$ cat src/rtl/otter_pkg.sv
// Shared types for the OTTER writeback stage: write-select encoding, load funct3 codes, buffer entry.
// Latency: n/a (types and constants only).
// Backpressure: n/a.
package otter_pkg;

   typedef enum logic [1:0] {
      SEL_PC4 = 2'd0,
      SEL_CSR = 2'd1,
      SEL_MEM = 2'd2,
      SEL_ALU = 2'd3
   } rf_wr_sel_t;

   localparam logic [2:0] F3_LB  = 3'b000;
   localparam logic [2:0] F3_LH  = 3'b001;
   localparam logic [2:0] F3_LW  = 3'b010;
   localparam logic [2:0] F3_LBU = 3'b100;
   localparam logic [2:0] F3_LHU = 3'b101;

   // One buffered register-file write; wflag=0 entries still retire but never write.
   typedef struct packed {
      logic        wflag;
      logic [4:0]  rd;
      logic [31:0] data;
   } wb_entry_t;

endpackage

$ cat src/rtl/wb_load_align.sv
// Extracts and extends the addressed byte/half/word from a word-aligned memory read.
// Latency: purely combinational.
// Backpressure: none.
module wb_load_align
   import otter_pkg::*;
(
   input  logic [31:0] word,
   input  logic [1:0]  addr,
   input  logic [2:0]  funct3,
   output logic [31:0] data
);

   logic [7:0]  byte_sel;
   logic [15:0] half_sel;

   // Lane select then extend; misaligned halves/words just use the lane bits, no trap.
   always_comb begin
      byte_sel = word[{addr, 3'b000} +: 8];
      half_sel = addr[1] ? word[31:16] : word[15:0];
      case (funct3)
         F3_LB:   data = {{24{byte_sel[7]}}, byte_sel};
         F3_LH:   data = {{16{half_sel[15]}}, half_sel};
         F3_LW:   data = word;
         F3_LBU:  data = {24'h000000, byte_sel};
         F3_LHU:  data = {16'h0000, half_sel};
         default: data = word;
      endcase
   end

endmodule

$ cat src/rtl/writeback_stage.sv
// Final pipeline stage: picks the rd write value, buffers DEPTH results, drains them to the register file.
// Latency: 1 cycle from accept to the entry appearing on the register-file write port.
// Backpressure: WB_IN_READY drops when the buffer is full (registered, independent of RF_READY).
module writeback_stage
   import otter_pkg::*;
#(
   parameter int DEPTH = 2,
   parameter int CNT_W = 64
) (
   input  logic             WB_CLOCK,
   input  logic             WB_RESET_N,
   input  logic             MEM_REG_VALID,
   output logic             WB_IN_READY,
   input  logic [31:0]      MEM_REG_IR,
   input  logic [31:0]      MEM_REG_PC_4,
   input  logic [31:0]      MEM_REG_ALU_RESULT,
   input  logic [31:0]      MEM_REG_DOUT2,
   input  logic [1:0]       MEM_RF_WR_SEL,
   input  logic             MEM_REG_WRITE,
   input  logic [31:0]      CSR_RD,
   input  logic             RF_READY,
   output logic             WB_RF_WE,
   output logic [4:0]       WB_RF_WA,
   output logic [31:0]      WB_RF_WD,
   input  logic [4:0]       WB_FWD_ADDR,
   output logic             WB_FWD_HIT,
   output logic [31:0]      WB_FWD_DATA,
   output logic [CNT_W-1:0] WB_INSTRET
);

   localparam int AW = $clog2(DEPTH);
   localparam int CW = AW + 1;

   wb_entry_t     fifo_mem [DEPTH];
   logic [AW-1:0] wr_ptr;
   logic [AW-1:0] rd_ptr;
   logic [CW-1:0] count;

   logic          full;
   logic          head_valid;
   logic          enq;
   logic          deq;
   rf_wr_sel_t    sel;
   logic [31:0]   load_data;
   logic [31:0]   wr_value;
   wb_entry_t     new_entry;
   wb_entry_t     head_entry;
   logic [AW-1:0] fwd_idx;

   assign sel        = rf_wr_sel_t'(MEM_RF_WR_SEL);
   assign full       = (count == CW'(DEPTH));
   assign head_valid = (count != '0);
   assign enq        = MEM_REG_VALID && !full;
   assign deq        = head_valid && RF_READY;

   assign WB_IN_READY = !full;

   wb_load_align u_load_align (
      .word   (MEM_REG_DOUT2),
      .addr   (MEM_REG_ALU_RESULT[1:0]),
      .funct3 (MEM_REG_IR[14:12]),
      .data   (load_data)
   );

   // Register-file write value chosen by the write-select field.
   always_comb begin
      case (sel)
         SEL_PC4: wr_value = MEM_REG_PC_4;
         SEL_CSR: wr_value = CSR_RD;
         SEL_MEM: wr_value = load_data;
         default: wr_value = MEM_REG_ALU_RESULT;
      endcase
   end

   assign new_entry.wflag = MEM_REG_WRITE && (MEM_REG_IR[11:7] != 5'd0);
   assign new_entry.rd    = MEM_REG_IR[11:7];
   assign new_entry.data  = wr_value;

   // Storage array needs no reset: every read is gated by the occupancy count.
   always_ff @(posedge WB_CLOCK) begin
      if (enq) begin
         fifo_mem[wr_ptr] <= new_entry;
      end
   end

   // Pointers, occupancy and retire counter; reset discards anything in flight.
   always_ff @(posedge WB_CLOCK or negedge WB_RESET_N) begin
      if (!WB_RESET_N) begin
         wr_ptr     <= '0;
         rd_ptr     <= '0;
         count      <= '0;
         WB_INSTRET <= '0;
      end else begin
         if (enq) begin
            wr_ptr <= wr_ptr + AW'(1);
         end
         if (deq) begin
            rd_ptr     <= rd_ptr + AW'(1);
            WB_INSTRET <= WB_INSTRET + CNT_W'(1);
         end
         case ({enq, deq})
            2'b10:   count <= count + CW'(1);
            2'b01:   count <= count - CW'(1);
            default: count <= count;
         endcase
      end
   end

   assign head_entry = fifo_mem[rd_ptr];
   assign WB_RF_WE   = head_valid && head_entry.wflag;
   assign WB_RF_WA   = head_valid ? head_entry.rd   : 5'd0;
   assign WB_RF_WD   = head_valid ? head_entry.data : 32'd0;

   // Forwarding search oldest to youngest so the youngest matching write overrides.
   always_comb begin
      WB_FWD_HIT  = 1'b0;
      WB_FWD_DATA = 32'd0;
      fwd_idx     = rd_ptr;
      for (int k = 0; k < DEPTH; k++) begin
         fwd_idx = rd_ptr + AW'(k);
         if ((CW'(k) < count) && fifo_mem[fwd_idx].wflag &&
             (fifo_mem[fwd_idx].rd == WB_FWD_ADDR) && (WB_FWD_ADDR != 5'd0)) begin
            WB_FWD_HIT  = 1'b1;
            WB_FWD_DATA = fifo_mem[fwd_idx].data;
         end
      end
   end

endmodule

$ cat config.mk
export PLATFORM = sky130hd
export DESIGN_NAME = writeback_stage
export DESIGN_NICKNAME = d
export VERILOG_FILES = /design/src/rtl/otter_pkg.sv /design/src/rtl/wb_load_align.sv /design/src/rtl/writeback_stage.sv
export SDC_FILE = /design/constraint.sdc
export NUM_CORES = 1
export LEC_CHECK = 0
export BUFFER_PORTS_ARGS = -buffer_cell sky130_fd_sc_hd__clkbuf_2
export CAP_MARGIN = 20
export CORE_AREA = 3 3 145 147
export DETAILED_ROUTE_END_ITERATION = 6
export DIE_AREA = 0 0 148 150
export HOLD_SLACK_MARGIN = 0.06
export PLACE_DENSITY = 0.67
export SYNTH_ARGS = -nofsm -noshare
export SYNTH_HDL_FRONTEND = slang
export SYNTH_SLANG_ARGS = --single-unit
$ cat constraint.sdc
create_clock -name WB_CLOCK -period 4.7 [get_ports WB_CLOCK]
set_clock_uncertainty 0.15 [all_clocks]
set_input_delay 0.94 -clock WB_CLOCK [delete_from_list [all_inputs] [get_ports WB_CLOCK]]
set_output_delay 0.94 -clock WB_CLOCK [all_outputs]
set_load 0.005 [all_outputs]
* Yosys cells after proc, flatten, opt, wreduce, memory -nomap -nowiden
Memory sizes are Yosys's and may differ from the RTL's.
Cells that the tools add are included.
** Word-level totals
- Register bits :: 68
- Memory bits (writable) :: 76
- Output and inout port bits :: 136
- Memories kept :: 1
** Cells by class
- Add/sub/neg operators :: 5
- Order comparisons :: 2
- Equal/unequal tests :: 10
- Shifts and indexed selects :: 1
- Multiplexer cells :: 12
- Reductions and logical operators :: 17
** Memory list
- fifo_mem :: words 2, bits a word 38, read ports 2, clocked after Yosys merged registers in 0, wr ports 1, RTL line writeback_stage.sv:34 : wb_entry_t fifo_mem [DEPTH];
** Operator list (number)
- case mux 32 bit (4 select lines) :: 1
- 2-to-1 mux 32 bit :: 3
- case mux 32 bit (3 select lines) :: 1
- adder 64 x 1 -> 64 bit (second input constant) :: 1
- variable part select 32 x 6 -> 8 bit :: 1
- 2-to-1 mux 16 bit :: 1
- equality test 5 bit :: 2
- logical AND 1 bit :: 10
- nonzero test 5 bit :: 2
- equality test 2 bit (second input constant) :: 3
- equality test 3 bit (second input constant) :: 2
- 2-to-1 mux 5 bit :: 1
- equality test 2 x 1 -> 1 bit (second input constant) :: 2
- less-than comparator 1 x 2 -> 1 bit (first input constant) :: 2
- 2-to-1 mux 1 bit :: 4
- case mux 2 bit (2 select lines) :: 1
- nonzero test 2 bit :: 2
- equality test 3 x 1 -> 1 bit (second input constant) :: 1
- zero test 3 bit :: 1
- adder 1 bit (second input constant) :: 2
- adder 2 x 1 -> 2 bit (second input constant) :: 1
- zero test 2 bit :: 1
- subtractor 2 x 1 -> 2 bit (second input constant) :: 1
- zero test 1 bit :: 1

* Logic depth before layout (Yosys ltp)
- Word-level depth :: 6
- Depth in mapped cells :: 9
- Depth with buffers taken out :: 8

* Cells and area by module
A second synthesis with hierarchy kept.
** Unflattened totals
- Cells, all modules :: 662
- Area total of the unflattened synthesis :: 8072.7 um2
** Modules (own cells, without submodules)
- writeback_stage :: times used 1, cells each 544, area each 7312.0 um2, seq. area each 3983.8 um2
- wb_load_align :: times used 1, cells each 118, area each 760.7 um2, seq. area each 0.0 um2

* Worst setup path before layout
OpenSTA, ideal clock, no wires.
- Kind :: input to output
- Start point :: input WB_FWD_ADDR[1]
- End point :: output WB_FWD_DATA[10]
- Arrival time :: 2.481 ns
- Data required time :: 3.610 ns
- Slack :: 1.129 ns
- Stages :: 7
- Buffers on the path :: 1
- Cell sequence :: or4_1 nor2_1 nor4_1 nand3_1 mux2_4 buf_6 a22o_1
** Between the ends
- Word-level cells in the longest chain between the ends :: 5
- Elaborated cells between the ends (all ways) :: 9
** Ends and longest elaborated chain
- start, declared :: RTL line writeback_stage.sv:25 : input logic [4:0] WB_FWD_ADDR,
- equality test 5 bit :: RTL line writeback_stage.sv:122 : (fifo_mem[fwd_idx].rd == WB_FWD_ADDR) && (WB_FWD_ADDR != 5'd0)) begin
- logical AND 1 bit :: RTL line writeback_stage.sv:121 : if ((CW'(k) < count) && fifo_mem[fwd_idx].wflag &&
- logical AND 1 bit :: RTL line writeback_stage.sv:122
- 2-to-1 mux 32 bit :: RTL line writeback_stage.sv:121
- 2-to-1 mux 32 bit (*) :: RTL line writeback_stage.sv:121
- end, declared :: RTL line writeback_stage.sv:27 : output logic [31:0] WB_FWD_DATA,
Every way passes the cells marked *; elsewhere a longest branch is shown, timed or not.

* Worst setup path after layout
- Start point :: register rd_ptr
- End point :: output WB_FWD_DATA[16]
** Between the ends
- Word-level cells in the longest chain between the ends :: 6
- Elaborated cells between the ends (all ways) :: 12
** Ends and longest elaborated chain
- start, declared :: RTL line writeback_stage.sv:36 : logic [AW-1:0] rd_ptr;
- start signal, assigned :: RTL line writeback_stage.sv:98 : rd_ptr <= rd_ptr + AW'(1);
- adder 1 bit / memory read (2 x 38 bit) (equally long branches)
- memory read (2 x 38 bit) (*)
- equality test 5 bit / logical AND 1 bit (equally long branches) :: RTL line writeback_stage.sv:122, writeback_stage.sv:121
- logical AND 1 bit, on equally long branches :: RTL line writeback_stage.sv:121, writeback_stage.sv:122
- logical AND 1 bit / 2-to-1 mux 32 bit (equally long branches) :: RTL line writeback_stage.sv:122, writeback_stage.sv:121
- 2-to-1 mux 32 bit (*) :: RTL line writeback_stage.sv:121
Marked as above.

==> impl_metrics.toml <==
[outcome]
run_status = "finished clean"

[placement]
pre_cts_ws_ps = 650
hpwl_mm = 18.0
place.gp.congestion = 0.909
io_buffers = 283

[yosys]
synth-seq-area-share = 0.502
synthTopCellsByArea = "edfxtp_1 (29%), dfrtp_1 (21%), mux2i_1 (9.1%)"
synthFlopType = "edfxtp_1"
async_flop_share = 0.472
yosys.area.top_type_share = 0.287
synth-edff-count = 76
syn_nets = 905
synth_seq_cells = 144
syn_area_per_cell_um2 = 10.9
syn_area_mm2 = 0.00794
synth_top_area_cell = "edfxtp_1"
synthDistinctLibCells = 51
postSynthCellCount = 728
ys_warn_count = 0

[worst_setup_path]
crit_slowest_cell = "dfrtp_2"
reg2reg_depth = 8
endpoint_kind = "output pin"
cp-start-kind = "flip-flop"
max_stage_delay_ps = 660
crit_buf_inv = 2
crit_type = "flip-flop to output pin"
arrival_ps = 3080
r2r_setup_slack_ps = 1660
critPathRequiredTime_ps = 3610
crit_chain = "buf_4 -> mux2i_1 -> nor3_1 -> nor4bb_1 -> mux2_4 -> a22o_1 -> clkbuf_2"
path_delay_family = "flip-flops"
crit_path_max_fanout = 32
r2r_start = "count[0]$_DFFE_PN0P_"
reg2reg_to = "WB_INSTRET[41]$_DFFE_PN0P_"

[sta]
slew_headroom = 0.369
tightest_slew_ps = 947
holdWs_ps = 213
setup_viol = 0
layout_setup_ws_ps = 532
timing.fmax_ghz = 0.240
finalMaxSlewViolations = 0
hold_violations = 0
period_minus_slack_ps = 4170
fin_setup_tns_ps = 0
finalCritPeriodShare = 0.887
rsz0062_at_grt = "no"

[routing]
drtPass1Iterations = 5
vias = 6735
drc = 0
ant_nets = 0
drt_iter0_drc = 330
wl_per_cell_um = 18.0
drt-total-wl_mm = 23.1
via_per_inst = 5.25

[global_routing]
grt_overflow = 0
grt_pass1_vias = 6624
grt_max_degree = 49
grt_first_pass_wirelength_mm = 35.5
antenna_found_initial = 0
grtUsageTotal = 0.206

[cells_and_area]
syn2layout_area_growth_pct = 28.9
register_area_mm2 = 0.00399
multi_input_area_mm2 = 0.00375
n_antenna_cell = 0
fin_nets = 1178
layout-drive-gt1-share = 0.347
fillers = 1848

[floorplanning]
ios = 308
core_mm2 = 0.0200
die_h_um = 150
start_util = 0.396
dieArea_mm2 = 0.0222
die_w_um = 148
row_count = 52

[clocking]
cts_buffer_depth = 2
h-tree-depth = 4
post_cts_buffers = 0
ctsRootBufferMaster = "clkbuf_16"
numClockSinks = 144
numCtsBuffers = 17
ctsHoldBuffers = 0
cts_tree = "done"
clk_pin_slew_worst_paths_ps = 70
worstSkewPairLatency_ps = 410
cts_resized = 0

[pwr]
powerDensity_mw_per_mm2 = 429
leakagePower_nw = 4.74
max-vdd-ir-drop_v = 0.000218

[flow_run]
drv_cap = 0

[hold_path]
hold_path_class = "input pin to asynchronous set/reset pin"
-- report_power, final --
part | internal [mW] | switching [mW]
registers | 1.58 | 0.162
clock network | 0.812 | 0.583
logic | 0.559 | 0.695
total | 2.95 | 1.44
-- placed cells by master, fill, tap and decap left out, types with 7 or more instances in the layout --
| cell type | synthesis | final |
|---|---|---|
| clkbuf_2 | 0 | 282 |
| nand3_1 | 22 | 22 |
| o22ai_1 | 7 | 7 |
| o221ai_1 | 8 | 8 |
| nor2_1 | 63 | 62 |
| nand2_1 | 68 | 68 |
| and3_1 | 18 | 17 |
| xor2_1 | 29 | 29 |
| o211ai_1 | 21 | 21 |
| a22o_1 | 32 | 32 |
| nand2b_1 | 10 | 10 |
| o21ai_0 | 23 | 23 |
| buf_4 | 3 | 10 |
| nor2b_1 | 7 | 7 |
| dfrtp_1 | 68 | 67 |
| a21oi_1 | 16 | 16 |
| xnor2_1 | 47 | 47 |
| nand4_1 | 20 | 20 |
| mux2i_1 | 72 | 71 |
| edfxtp_1 | 76 | 76 |
| inv_1 | 10 | 10 |
| clkbuf_16 | 0 | 17 |
| nor3_1 | 9 | 9 |
-- cell type report --
cell class,count,area share
clock inverters,15,0.0187
repair buffers,294,0.148
well taps,270,0.0330
multi-input cells,534,0.366
flip-flops and latches,144,0.389
inverters,10,0.00367
clock buffers,17,0.0416
-- per-layer routing --
| metal | track usage | vias up | wire [µm] |
|---|---|---|---|
| li1 | - | 3224 | - |
| met1 | 0.257 | 3223 | 9560 |
| met2 | 0.362 | 260 | 11700 |
| met3 | 0.0403 | 28 | 1440 |
| met4 | 0.0605 | 0 | 446 |
| met5 | 0 | - | 0 |
-- worst register-to-register path, cell delays in order, from the launching register on --
cell,delay [ps]
dfrtp_1,390
inv_1,80
ha_2,330
and4b_1,340
and2_1,210
nand4_4,150
or3_1,540
or4_4,590
xnor2_2,140
-- cells in the mapped netlist, types with 3 or more instances --
library cell / count
o21ai_0: 23
buf_1: 6
nor4_1: 4
o2111ai_1: 5
nand4_1: 20
o22ai_1: 7
nand3b_1: 4
and4_1: 5
and3_1: 18
clkbuf_1: 25
mux2_2: 6
nand2_1: 68
xnor2_1: 47
inv_1: 10
o211ai_1: 21
or2_2: 3
nor3_1: 9
nor2_1: 63
a22o_1: 32
dfrtp_1: 68
buf_4: 3
buf_6: 4
edfxtp_1: 76
and2_1: 6
nor2b_1: 7
xor2_1: 29
nand3_1: 22
o221ai_1: 8
mux2i_1: 72
a21oi_1: 16
nand2b_1: 10
ha_1: 5
-- kinds of logic after synthesis --
kind of cell             after synthesis  share of synthesized area
AO/OA/AOI/OAI                        115                      0.102
XOR/XNOR                              77                     0.0859
adder cells (fa/ha/maj)                5                    0.00788
buffers and inverters                 50                     0.0292
flip-flops                           144                      0.502
multiplexers                          81                      0.107
AND/OR/NAND/NOR                      256                      0.166
-- worst max path at each step --
stage                             from         endpoint  slack [ps]  depth (start not counted)
global placement        WB_FWD_ADDR[1]  WB_FWD_DATA[19]         670                          9
finish              rd_ptr$_DFFE_PN0P_  WB_FWD_DATA[16]         530                          7
CTS                 rd_ptr$_DFFE_PN0P_  WB_FWD_DATA[28]         450                          7
global route        rd_ptr$_DFFE_PN0P_  WB_FWD_DATA[19]         210                          7
floorplan               WB_FWD_ADDR[1]  WB_FWD_DATA[10]        1130                          7
detailed placement      WB_FWD_ADDR[1]  WB_FWD_DATA[28]         650                          9
-- sequential cells by signal, indices dropped and copies added (netlist names) --
signal      cells
wr_ptr          1
count           2
WB_INSTRET     64
fifo_mem       76
rd_ptr          1
-- through the flow --
| step | area [µm²] | instances | power, mW | util |
|---|---|---|---|---|
| global route | 10200 | 1284 | 4.65 | 0.511 |
| finish | 10200 | 1284 | 4.39 | 0.511 |
| floorplan | 7940 | 728 | 2.49 | - |
| global placement | 9600 | 1251 | 3.03 | 0.479 |
| CTS | 10200 | 1283 | 4.45 | 0.510 |
| detailed placement | 9600 | 1251 | 3.04 | 0.479 |
(Power assumes the default switching activity.)
